**src/rtl/pc_hazard_sequencer_if.sv**
```systemverilog
// pc_hazard_sequencer_if
//   Bundle of the fetch/decode/execute control signals around the PC
//   hazard sequencer.
//   slave  : the sequencer (consumes pipeline status, drives controls)
//   master : the pipeline side / testbench (drives status, sees controls)
//   Status : pc_cur, id_rs1, id_rs2, id_uses_rs2, ex_mem_read, ex_rd,
//            ex_redirect, ex_target, imem_ready
//   Control: pc_hold, pc_next, if_id_hold, if_id_flush, id_ex_flush,
//            fetch_timeout, state_dbg, stall_cnt, flush_cnt
interface pc_hazard_sequencer_if;
  logic [31:0] pc_cur;
  logic [4:0]  id_rs1;
  logic [4:0]  id_rs2;
  logic        id_uses_rs2;
  logic        ex_mem_read;
  logic [4:0]  ex_rd;
  logic        ex_redirect;
  logic [31:0] ex_target;
  logic        imem_ready;
  logic        pc_hold;
  logic [31:0] pc_next;
  logic        if_id_hold;
  logic        if_id_flush;
  logic        id_ex_flush;
  logic        fetch_timeout;
  logic [1:0]  state_dbg;
  logic [31:0] stall_cnt;
  logic [31:0] flush_cnt;

  modport slave (
    input  pc_cur, id_rs1, id_rs2, id_uses_rs2, ex_mem_read, ex_rd,
           ex_redirect, ex_target, imem_ready,
    output pc_hold, pc_next, if_id_hold, if_id_flush, id_ex_flush,
           fetch_timeout, state_dbg, stall_cnt, flush_cnt
  );

  modport master (
    output pc_cur, id_rs1, id_rs2, id_uses_rs2, ex_mem_read, ex_rd,
           ex_redirect, ex_target, imem_ready,
    input  pc_hold, pc_next, if_id_hold, if_id_flush, id_ex_flush,
           fetch_timeout, state_dbg, stall_cnt, flush_cnt
  );
endinterface

```
**src/rtl/pc_hazard_sequencer.sv**
```systemverilog
// pc_hazard_sequencer
//   Next-PC selection plus hold/flush sequencing for the PC register and
//   the IF/ID and ID/EX pipeline registers of the 5-stage RV32 pipeline.
//   Controls are Mealy (registered state + current inputs) so the
//   pipeline registers act on them at the same clock edge.
//   Ports:
//     clk   : clock
//     reset : synchronous, active-high reset
//     bus   : pc_hazard_sequencer_if.slave (status in, controls out)
//   Parameters:
//     WAIT_LIMIT : consecutive IMEM wait cycles that set fetch_timeout
//     WCNT_W     : wait counter width, 2**WCNT_W > WAIT_LIMIT
//   Optional feature macro: PC_SEQ_PERF_CTR_EN builds the stall/flush
//   performance counters; otherwise they read as 0.
//
//   state    | meaning
//   RUN      | normal fetch/advance
//   STALL    | one-cycle bubble after a load-use hazard
//   REDIRECT | one cycle after an EX redirect, ID holds a bubble
//   WAIT     | waiting for instruction memory
module pc_hazard_sequencer #(
  parameter int WAIT_LIMIT = 255,
  parameter int WCNT_W     = 8
) (
  input logic                  clk,
  input logic                  reset,
  pc_hazard_sequencer_if.slave bus
);

  typedef enum logic [1:0] {
    RUN      = 2'd0,
    STALL    = 2'd1,
    REDIRECT = 2'd2,
    WAIT     = 2'd3
  } state_t;

  state_t            state, state_nxt;
  logic [WCNT_W-1:0] wcnt, wcnt_nxt, wcnt_inc;
  logic              timeout_q;
  logic              lu;
  logic              redirect_take;
  logic              pc_hold_c, if_id_hold_c, if_id_flush_c, id_ex_flush_c;
  logic [31:0]       pc_next_c;

  assign lu = bus.ex_mem_read && (bus.ex_rd != 5'd0) &&
              ((bus.ex_rd == bus.id_rs1) ||
               (bus.id_uses_rs2 && (bus.ex_rd == bus.id_rs2)));

  assign wcnt_inc = (wcnt == {WCNT_W{1'b1}}) ? wcnt : wcnt + 1'b1;

  always_comb begin
    state_nxt     = state;
    wcnt_nxt      = wcnt;
    pc_next_c     = bus.pc_cur + 32'd4;
    pc_hold_c     = 1'b0;
    if_id_hold_c  = 1'b0;
    if_id_flush_c = 1'b0;
    id_ex_flush_c = 1'b0;
    redirect_take = 1'b0;
    if (reset) begin
      state_nxt = RUN;
      wcnt_nxt  = '0;
    end else begin
      // Redirect is only honoured where EX can hold a real branch.
      if (bus.ex_redirect && (state != REDIRECT)) begin
        redirect_take = 1'b1;
        pc_next_c     = bus.ex_target;
        if_id_flush_c = 1'b1;
        id_ex_flush_c = 1'b1;
        state_nxt     = REDIRECT;
        wcnt_nxt      = '0;
      end else if (lu && (state == RUN || state == WAIT)) begin
        pc_hold_c     = 1'b1;
        if_id_hold_c  = 1'b1;
        id_ex_flush_c = 1'b1;
        if (state == RUN) begin
          state_nxt = STALL;
        end else begin
          wcnt_nxt = wcnt_inc;
        end
      end else if (!bus.imem_ready) begin
        pc_hold_c     = 1'b1;
        if_id_flush_c = 1'b1;
        state_nxt     = WAIT;
        wcnt_nxt      = (state == WAIT) ? wcnt_inc : WCNT_W'(1);
      end else begin
        state_nxt = RUN;
        wcnt_nxt  = '0;
      end
    end
  end

  always_ff @(posedge clk) begin
    if (reset) begin
      state     <= RUN;
      wcnt      <= '0;
      timeout_q <= 1'b0;
    end else begin
      state <= state_nxt;
      wcnt  <= wcnt_nxt;
      if (state_nxt == WAIT && wcnt_nxt == WCNT_W'(WAIT_LIMIT))
        timeout_q <= 1'b1;
    end
  end

`ifdef PC_SEQ_PERF_CTR_EN
  logic [31:0] stall_q, flush_q;

  always_ff @(posedge clk) begin
    if (reset) begin
      stall_q <= '0;
      flush_q <= '0;
    end else begin
      if (pc_hold_c)     stall_q <= stall_q + 32'd1;
      if (redirect_take) flush_q <= flush_q + 32'd1;
    end
  end

  assign bus.stall_cnt = stall_q;
  assign bus.flush_cnt = flush_q;
`else
  assign bus.stall_cnt = 32'd0;
  assign bus.flush_cnt = 32'd0;
`endif

  assign bus.pc_hold       = pc_hold_c;
  assign bus.pc_next       = pc_next_c;
  assign bus.if_id_hold    = if_id_hold_c;
  assign bus.if_id_flush   = if_id_flush_c;
  assign bus.id_ex_flush   = id_ex_flush_c;
  assign bus.fetch_timeout = timeout_q;
  assign bus.state_dbg     = state;

endmodule
```
**src/flat_wrapper.sv**
```systemverilog
// flat-port wrapper written by rule: the top's interface ports become plain ports
module pc_hazard_sequencer_flat 
#(
  parameter int WAIT_LIMIT = 255,
  parameter int WCNT_W     = 8
)
  (clk, reset, bus_pc_cur, bus_id_rs1, bus_id_rs2, bus_id_uses_rs2, bus_ex_mem_read, bus_ex_rd, bus_ex_redirect, bus_ex_target, bus_imem_ready, bus_pc_hold, bus_pc_next, bus_if_id_hold, bus_if_id_flush, bus_id_ex_flush, bus_fetch_timeout, bus_state_dbg, bus_stall_cnt, bus_flush_cnt);
  pc_hazard_sequencer_if bus_i ();
  input logic clk;
  input logic reset;
  input wire logic [$bits(bus_i.pc_cur)-1:0] bus_pc_cur;
  input wire logic [$bits(bus_i.id_rs1)-1:0] bus_id_rs1;
  input wire logic [$bits(bus_i.id_rs2)-1:0] bus_id_rs2;
  input wire logic [$bits(bus_i.id_uses_rs2)-1:0] bus_id_uses_rs2;
  input wire logic [$bits(bus_i.ex_mem_read)-1:0] bus_ex_mem_read;
  input wire logic [$bits(bus_i.ex_rd)-1:0] bus_ex_rd;
  input wire logic [$bits(bus_i.ex_redirect)-1:0] bus_ex_redirect;
  input wire logic [$bits(bus_i.ex_target)-1:0] bus_ex_target;
  input wire logic [$bits(bus_i.imem_ready)-1:0] bus_imem_ready;
  output wire logic [$bits(bus_i.pc_hold)-1:0] bus_pc_hold;
  output wire logic [$bits(bus_i.pc_next)-1:0] bus_pc_next;
  output wire logic [$bits(bus_i.if_id_hold)-1:0] bus_if_id_hold;
  output wire logic [$bits(bus_i.if_id_flush)-1:0] bus_if_id_flush;
  output wire logic [$bits(bus_i.id_ex_flush)-1:0] bus_id_ex_flush;
  output wire logic [$bits(bus_i.fetch_timeout)-1:0] bus_fetch_timeout;
  output wire logic [$bits(bus_i.state_dbg)-1:0] bus_state_dbg;
  output wire logic [$bits(bus_i.stall_cnt)-1:0] bus_stall_cnt;
  output wire logic [$bits(bus_i.flush_cnt)-1:0] bus_flush_cnt;
  assign bus_i.pc_cur = bus_pc_cur;
  assign bus_i.id_rs1 = bus_id_rs1;
  assign bus_i.id_rs2 = bus_id_rs2;
  assign bus_i.id_uses_rs2 = bus_id_uses_rs2;
  assign bus_i.ex_mem_read = bus_ex_mem_read;
  assign bus_i.ex_rd = bus_ex_rd;
  assign bus_i.ex_redirect = bus_ex_redirect;
  assign bus_i.ex_target = bus_ex_target;
  assign bus_i.imem_ready = bus_imem_ready;
  assign bus_pc_hold = bus_i.pc_hold;
  assign bus_pc_next = bus_i.pc_next;
  assign bus_if_id_hold = bus_i.if_id_hold;
  assign bus_if_id_flush = bus_i.if_id_flush;
  assign bus_id_ex_flush = bus_i.id_ex_flush;
  assign bus_fetch_timeout = bus_i.fetch_timeout;
  assign bus_state_dbg = bus_i.state_dbg;
  assign bus_stall_cnt = bus_i.stall_cnt;
  assign bus_flush_cnt = bus_i.flush_cnt;
  pc_hazard_sequencer #(.WAIT_LIMIT(WAIT_LIMIT), .WCNT_W(WCNT_W)) u_core (.clk(clk), .reset(reset), .bus(bus_i));
endmodule
```
**config.mk**
```make
export PLATFORM = sky130hd
export DESIGN_NAME = pc_hazard_sequencer_flat
export DESIGN_NICKNAME = d
export VERILOG_FILES = /design/src/rtl/pc_hazard_sequencer_if.sv /design/src/rtl/pc_hazard_sequencer.sv /design/src/flat_wrapper.sv
export SDC_FILE = /design/constraint.sdc
export NUM_CORES = 1
export LEC_CHECK = 0
export BUFFER_PORTS_ARGS = -buffer_cell sky130_fd_sc_hd__buf_2
export CAP_MARGIN = 0
export CORE_MARGIN = 3
export CORE_UTILIZATION = 35
export CTS_CLUSTER_DIAMETER = 30
export DETAILED_ROUTE_END_ITERATION = 16
export PLACE_DENSITY = 0.73
export SLEW_MARGIN = 10
export SYNTH_ARGS = -nofsm -noshare
export SYNTH_HDL_FRONTEND = slang
export SYNTH_SLANG_ARGS = --single-unit
```
**constraint.sdc**
```tcl
create_clock -name clk -period 4.68 [get_ports clk]
set_clock_uncertainty 0.15 [all_clocks]
set_input_delay 0.234 -clock clk [delete_from_list [all_inputs] [get_ports clk]]
set_output_delay 0.234 -clock clk [all_outputs]
set_load 0.05 [all_outputs]
```
== After elaboration in Yosys (flattened, before gate mapping) ==
Cells that the tools add are included.

* $add $sub $neg: 2
* Reductions and logical operators: 10
* Equal/unequal tests: 7
* Mux-type cells: 26

{| class="wikitable"
|+ Operator list
! operator !! number
|-
| 32-bit 2-to-1 mux || 2
|-
| 8-bit 2-to-1 mux || 7
|-
| 32-bit by 3-bit adder with 32-bit output, second input constant || 1
|-
| 8-bit equality test, second input constant || 2
|-
| 1-bit 2-to-1 mux || 12
|-
| 5-bit equality test || 2
|-
| 2-bit 2-to-1 mux || 5
|-
| 8-bit by 1-bit adder with 8-bit output, second input constant || 1
|-
| 1-bit logical AND || 6
|-
| 5-bit nonzero test || 1
|-
| 2-bit equality test, second input constant || 2
|-
| 2-bit zero test || 1
|-
| 1-bit logical OR || 2
|-
| 2-bit != test, second input constant || 1
|}

* Input bits: 85
* Register bits: 11

== Logic depth before layout (Yosys ltp) ==
Gate-level depths: netlist (run 1).

* Word-level depth: 10
* Gate-level depth with buffers: 10
* Mapped depth without buffers: 10

== Least setup slack after synthesis (run 1) ==
OpenSTA, ideal clock, no wires.

* Kind: input to output
* Start point: input bus_pc_cur[2]
* End point: output bus_pc_next[30]
* Path buffers: 0
* Stages: 8
* Required time: 4.296 ns
* Slack: 1.634 ns
* Arrival: 2.662 ns
* Cell sequence: ha_1 nand3_1 nor3_1 nand3_1 nor3_1 nand4_1 xor2_1 o21ai_0

* Word-level cells in the longest chain between the ends: 3

{| class="wikitable"
|+ RTL lines
! what !! RTL line !! text
|-
| start, declared || flat_wrapper.sv:11 || <nowiki>input wire logic [$bits(bus_i.pc_cur)-1:0] bus_pc_cur;</nowiki>
|-
| 32-bit by 3-bit adder with 32-bit output * || pc_hazard_sequencer.sv:54 || <nowiki>pc_next_c = bus.pc_cur + 32'd4;</nowiki>
|-
| 32-bit 2-to-1 mux || pc_hazard_sequencer.sv:65 || <nowiki>if (bus.ex_redirect && (state != REDIRECT)) begin</nowiki>
|-
| 32-bit 2-to-1 mux * || pc_hazard_sequencer.sv:60 || <nowiki>if (reset) begin</nowiki>
|-
| end, declared || flat_wrapper.sv:21 || <nowiki>output wire logic [$bits(bus_i.pc_next)-1:0] bus_pc_next;</nowiki>
|}

Mark *: on every way between the ends. The rest lies on a longest branch, timed or not.

== Worst setup path in the final report (run 1) ==
* Start point: register u_core.state[0], in the netlist u_core.bus.state_dbg[0]
* End point: output bus_pc_next[3]

* Word-level cells in the longest chain between the ends: 4

{| class="wikitable"
|+ RTL lines
! what !! RTL line !! text
|-
| start, declared || pc_hazard_sequencer.sv:37 || <nowiki>state_t state, state_nxt;</nowiki>
|-
| start signal, assigned || pc_hazard_sequencer.sv:99 || <nowiki>state <= state_nxt;</nowiki>
|-
| 2-bit != test || pc_hazard_sequencer.sv:65 ||
|-
| 1-bit logical AND || pc_hazard_sequencer.sv:65 ||
|-
| 32-bit 2-to-1 mux || pc_hazard_sequencer.sv:65 ||
|-
| 32-bit 2-to-1 mux || pc_hazard_sequencer.sv:60 ||
|}

Every way passes these cells.

==> results of run 1 <==
[metrics by stage]
step	cell area, µm²	std cells	util
floorplan	2480	398	-
finish	2720	527	0.448
global placement	2670	523	0.441
CTS	2720	527	0.448
detailed placement	2670	523	0.441
global route	2720	527	0.448
[metal layers]
metal	vias up	track usage	wire length, µm
li1	1258	-	-
met1	1187	0.188	2420
met2	139	0.315	3550
met3	12	0.0365	548
met4	0	0.0273	53
met5	-	0	0
[worst paths after layout]
kind,from,end,slack [ns],cells past startpoint
max reg2reg,u_core.wcnt[0],u_core.bus.fetch_timeout,1.91,9
min reg2reg,u_core.bus.fetch_timeout,u_core.bus.fetch_timeout,0.34,1
min,reset,u_core.wcnt[3],0.15,2
max,u_core.bus.state_dbg[0],bus_pc_next[3],1.64,6
[placed cells by master (no fill, tap or decap), types with 4 or more instances in the layout]
cell                        n
sky130_fd_sc_hd__inv_1      8
sky130_fd_sc_hd__buf_2    123
sky130_fd_sc_hd__nand2_1   55
sky130_fd_sc_hd__nand3_1   16
sky130_fd_sc_hd__dfxtp_1   11
sky130_fd_sc_hd__nor2b_1    4
sky130_fd_sc_hd__xor2_1    16
sky130_fd_sc_hd__conb_1    64
sky130_fd_sc_hd__o21ai_0   36
sky130_fd_sc_hd__nor2_1    17
sky130_fd_sc_hd__a21oi_1    9
sky130_fd_sc_hd__ha_1       5
sky130_fd_sc_hd__nor3_1     5
sky130_fd_sc_hd__nand4_1   10
sky130_fd_sc_hd__and3_1     5
sky130_fd_sc_hd__xnor2_1   23
[kinds of logic (layout without fill, tap and decap cells)]
family | Yosys count | in the layout | share of synthesized area
AND/OR/NAND/NOR | 126 | 126 | 0.265
adder cells (fa/ha/maj) | 5 | 5 | 0.0279
XOR/XNOR | 39 | 39 | 0.152
multiplexers | 3 | 3 | 0.0151
other | 1 | 64 | 0.00167
buffers and inverters | 81 | 135 | 0.247
flip-flops | 11 | 11 | 0.0983
AO/OA/AOI/OAI | 69 | 69 | 0.193
[layout make-up]
| class | count | area share |
|---|---|---|
| Clock buffer | 3 | 0.0152 |
| Clock inverter | 1 | 0.00184 |
| Inverter | 8 | 0.0110 |
| Multi-Input combinational cell | 306 | 0.630 |
| Sequential cell | 11 | 0.0810 |
| Tap cell | 75 | 0.0345 |
| Timing Repair Buffer | 123 | 0.227 |
[power breakdown]
| group | leakage (µW) | total [µW] | internal [µW] | switching [µW] |
|---|---|---|---|---|
| clock network | 0.0000255 | 101 | 58.9 | 42.0 |
| logic | 0.00113 | 375 | 80.0 | 294 |
| registers | 0.0000893 | 97.5 | 95.5 | 1.97 |
[flip-flops by register name, summed over array words and instances (netlist names)]
name                      cells
u_core.bus.state_dbg          2
u_core.wcnt                   8
u_core.bus.fetch_timeout      1
[worst max-delay path: stages (launching register included)]
cell                       delay, ns
sky130_fd_sc_hd__dfxtp_1        0.36
sky130_fd_sc_hd__inv_1          0.07
sky130_fd_sc_hd__ha_1           0.23
sky130_fd_sc_hd__nand2b_1       0.24
sky130_fd_sc_hd__nor2_4         0.86
sky130_fd_sc_hd__mux2_2         0.43
sky130_fd_sc_hd__buf_2          0.21
==> run summary, run 1 <==
=====================================================================================
Cell accounting for the most synthesized area                            sky130_fd_sc_hd__buf_4
Die outline height                                                            86.0 µm
Setup-violating endpoint count in the final report                                  0
H-tree depth                                                                        1
Vias/cell                                                                        4.93
Post-CTS Setup Repair Bufs                                                          0
Layout net count                                                                  543
Buffers added on ports                                                            123
Number of top-level design ports                                                  188
First-pass GRT wire length                                                    10.3 mm
Count of max-cap constraint violations                                              0
Clock-pin slew of the registers on the worst-case setup and hold paths        0.05 ns
Crit share post-route                                                           0.649
Cell count after synthesis                                                        335
Final min period                                                              3.04 ns
DPL Wire Length                                                               5.54 mm
Remaining antenna violation count after routing                                     0
Maximum net fanout on the critical path                                            61
Yosys synthesis warning count                                                       0
Number of antenna violations at the first check in global routing                   0
Sequential cell area                                                          220 µm²
Power per cell area                                                        211 nW/µm²
Register area share after synthesis                                            0.0983
Drt first-iter violations                                                         214
Worst vdd ir                                                               0.000143 V
CP required                                                                   4.30 ns
Number of sinks on the clock net                                                   11
Average cell area after synthesis                                            6.69 µm²
Primary FF master, synth                                                 sky130_fd_sc_hd__dfxtp_1
Fillers                                                                           642
Data arrival time of the critical path                                        2.65 ns
Library cells used by synthesis                                                    46
Total global routing track utilization                                          0.165
Total routed wirelength                                                       6.57 mm
Area of the core                                                             6060 µm²
Number of CTS-inserted buffers                                                      3
Post-synthesis cell area                                                     2240 µm²
Fraction of layout cells with a size suffix above 1                             0.308
First drt pass iteration count                                                      4
Insertion delay of the later-clocked pin in the worst-skew pair               0.25 ns
Count of instances resized after the clock tree is built                            0
Kind of start point of the critical path                                    flip-flop
Total Negative Setup Slacks                                                      0 ns
Startpoint-to-endpoint class of the critical path                        flip-flop to primary output
Number of pins exceeding their max-slew limit in the final report                   0
Largest net degree at the start of global routing                                  62
Count of flip-flops with a built-in enable after synthesis                          0
Worst hold-check path type                                               input port to flip-flop
Clock Root Buffer                                                        sky130_fd_sc_hd__clkbuf_8
Cts hold-fix bufs                                                                   0
Worst max-slew margin expressed relative to the limit                           0.263
Setup repair after global routing missed its margin                                no
Wirelength per Cell                                                           12.5 µm
Status                                                                   finished, final reports clean
Longest Clk Path Bufs                                                               2
DRC                                                                                 0
CTS tree                                                                        built
Achievable frequency                                                          329 MHz
Worst-case hold slack                                                        0.153 ns
Final worst setup slack                                                       1.64 ns
Most frequent cell after synthesis                                       sky130_fd_sc_hd__buf_4
Yosys top cell area share                                                       0.221
FF+latch count, synth                                                              11
Pre-CTS worst setup slack                                                     1.85 ns
Category of the worst setup path capture point                           primary output
Static leakage                                                             0.00124 µW
Most area-consuming cells after synthesis                                sky130_fd_sc_hd__buf_4 (22%), sky130_fd_sc_hd__dfxtp_1 (9.8%), sky130_fd_sc_hd__nand2_1 (9.2%)
Measured slew at the worst slew-check pin                                     1.10 ns
Routability congestion estimate                                                 0.911
Site row count                                                                     28
Die W                                                                         86.0 µm
Starting Density                                                                0.370
Most frequent cells after synthesis                                      sky130_fd_sc_hd__buf_4 (66), sky130_fd_sc_hd__nand2_1 (55), sky130_fd_sc_hd__o21ai_0 (36)
Global route total overflow                                                         0
Final Power                                                                    573 µW
Area used by multi-input combinational logic                                 1710 µm²
Via count of the first global-routing pass                                       2299
Die ar.                                                                      7400 µm²
Total number of vias                                                             2596
Area Growth Syn to Fin                                                          21.3%
Diode count                                                                         0
Share of flip-flops with an asynchronous set or reset after synthesis               0
Endpoints failing hold                                                              0
=====================================================================================
No activity file was read; power rests on OpenSTA's default activity.
==> run 2, diff against run 1 <==
- PLACE_DENSITY: 0.73 -> 0.76
- clock period: 4.68 -> 2.7 ns (I/O delays scaled with it)
==> run 2 against run 1 <==
Against the previous run:
- final cell count rose by 1.5%
- highest routed layer unchanged
- critical path depth rose by 3
- clock-buffer cell count did not move
- largest power group unchanged
- clock power rose by 73%
- combinational power rose by 77%
- critical path type is now flip-flop to flip-flop
- first-iteration DRC count fell by 43%
- sequential cell count did not move
==> run summary, run 2 (same netlist as run 1, synthesis figures left out) <==
=====================================================================================
Combinational share of power                                                    0.658
Worst hold-check path type                                               input port to flip-flop
Buffers added on ports                                                            123
CP required                                                                   2.75 ns
Setup-violating endpoint count in the final report                                  0
DRC                                                                                 0
Global route total overflow                                                         0
Wirelength per Cell                                                           12.5 µm
Count of instances resized after the clock tree is built                            0
Part of the total power dissipated in sequential elements                       0.168
Die outline height                                                            86.0 µm
DPL Wire Length                                                               5.85 mm
Area Growth Syn to Fin                                                          25.7%
First drt pass iteration count                                                      5
Switching Share                                                                 0.587
Data arrival time of the critical path                                        2.59 ns
Total routed wirelength                                                       6.70 mm
Worst-case hold path end point                                           u_core.bus.state_dbg[1]
Site row count                                                                     28
Number of sinks on the clock net                                                   11
Count of placed standard cells including taps                                     531
Drt first-iter violations                                                         121
Maximum net fanout on the critical path                                             5
Startpoint-to-endpoint class of the critical path                        flip-flop to flip-flop
Achievable frequency                                                          393 MHz
Largest net degree at the start of global routing                                  41
Diode count                                                                         0
Number of flip-flops under the largest register name                                8
First-pass GRT wire length                                                    10.7 mm
Worst vdd ir                                                               0.000287 V
Worst-case hold slack                                                       0.0474 ns
Number of top-level design ports                                                  188
Layout net count                                                                  551
Worst hold path cell count                                                          2
Count of max-cap constraint violations                                              0
Startpoint of the worst-slack reg-to-reg timing path                     u_core.wcnt[0]
Kind of start point of the critical path                                    flip-flop
Cell-internal power                                                            416 µW
Routability congestion estimate                                                 0.974
Total global routing track utilization                                          0.172
Crit share post-route                                                           0.941
Most common library cell in the layout ignoring fill and taps            sky130_fd_sc_hd__buf_2
Starting Density                                                                0.370
Via count of the first global-routing pass                                       2421
Layout Cells excl Fill                                                            535
Total number of vias                                                             2553
Fraction of layout cells with a size suffix above 1                             0.339
Cts hold-fix bufs                                                                   0
Insertion delay of the later-clocked pin in the worst-skew pair               0.25 ns
Static leakage                                                             0.00128 µW
Clock Root Buffer                                                        sky130_fd_sc_hd__clkbuf_8
Vias/cell                                                                        4.77
Longest Clk Path Bufs                                                               2
Number of antenna violations at the first check in global routing                   0
H-tree depth                                                                        1
Power per cell area                                                        358 nW/µm²
Number of pins exceeding their max-slew limit in the final report                   0
Status                                                                   finished, final reports clean
Net Sw Power                                                                   592 µW
Endpoints failing hold                                                              0
Capturing point of the worst reg2reg path                                u_core.bus.fetch_timeout
Remaining antenna violation count after routing                                     0
Clock-pin slew of the registers on the worst-case setup and hold paths        0.06 ns
Final min period                                                              2.54 ns
Beginning of the worst hold path                                                reset
Proportion of power drawn by the clock network                                  0.174
R2R depth                                                                           9
Die W                                                                         86.0 µm
Area of the core                                                             6060 µm²
CTS tree                                                                        built
Number of CTS-inserted buffers                                                      3
Setup slack on the worst flop-to-flop path                                    0.16 ns
Category of the worst setup path capture point                              flip-flop
Most used cells in the layout excluding fill and tap cells               sky130_fd_sc_hd__buf_2 (123), sky130_fd_sc_hd__conb_1 (64), sky130_fd_sc_hd__nand2_1 (54)
Post-CTS Setup Repair Bufs                                                          0
Largest reg by FF count                                                   u_core.wcnt
Die ar.                                                                      7400 µm²
=====================================================================================
-- run 2: cell type report --
class	instances	area, µm²
Fill cell	633	3240
Multi-Input combinational cell	306	1740
Sequential cell	11	224
Timing Repair Buffer	131	688
Tap cell	75	93.8
Clock inverter	1	5.00
Inverter	8	30.0
Clock buffer	3	41.3
-- run 2: metal layers --
| metal | wire length, µm | share of wire | vias up | global-route usage |
|---|---|---|---|---|
| li1 | - | - | 1268 | - |
| met1 | 2420 | 0.36 | 1132 | 0.189 |
| met2 | 3570 | 0.53 | 137 | 0.322 |
| met3 | 594 | 0.089 | 16 | 0.0471 |
| met4 | 112 | 0.017 | 0 | 0.0446 |
| met5 | 0 | 0 | - | 0 |
-- run 2: per-stage QoR --
stage / area [µm²] / TNS (ns) / setup WS (ns) / power [µW] / utilization
floorplan: 2480 / 0 / 0.0196 / 743 / -
global placement: 2750 / 0 / 0.178 / 827 / 0.453
detailed placement: 2750 / 0 / 0.107 / 832 / 0.453
CTS: 2790 / 0 / 0.0709 / 1010 / 0.461
global route: 2820 / -0.00162 / -0.00162 / 1060 / 0.465
finish: 2820 / 0 / 0.158 / 1010 / 0.465
-- run 2: how the worst max path moves through the flow --
| stage | start | end | slack, ns |
|---|---|---|---|
| after global placement | u_core.bus.state_dbg[0] | u_core.bus.fetch_timeout | 0.18 |
| after CTS | u_core.bus.state_dbg[0] | u_core.bus.fetch_timeout | 0.07 |
| after detailed placement | u_core.bus.state_dbg[0] | u_core.bus.fetch_timeout | 0.11 |
| after floorplan | bus_pc_cur[2] | bus_pc_next[24] | 0.02 |
| final | u_core.wcnt[0] | u_core.bus.fetch_timeout | 0.16 |
| after global routing | u_core.bus.state_dbg[0] | bus_pc_next[22] | -0.002 |
-- run 2: worst max-delay path: stages (launching register included) --
cell and delay, ns:
sky130_fd_sc_hd__dfxtp_2 0.37, sky130_fd_sc_hd__ha_2 0.22, sky130_fd_sc_hd__nand4_1 0.18, sky130_fd_sc_hd__or2_2 0.38, sky130_fd_sc_hd__a31oi_1 0.17, sky130_fd_sc_hd__o21ai_0 0.13, sky130_fd_sc_hd__a211oi_1 0.28, sky130_fd_sc_hd__o2111ai_1 0.17
sky130_fd_sc_hd__nor4_2 0.24, sky130_fd_sc_hd__a32o_2 0.19
-- run 2: power by group through the flow --
stage | Clock (µW) | Sequential (µW) | Combinational (µW)
after floorplan | 0 | 179 | 564
after global placement | 0 | 172 | 655
after detailed placement | 0 | 173 | 659
after CTS | 180 | 169 | 660
after global routing | 190 | 170 | 703
final | 175 | 170 | 664
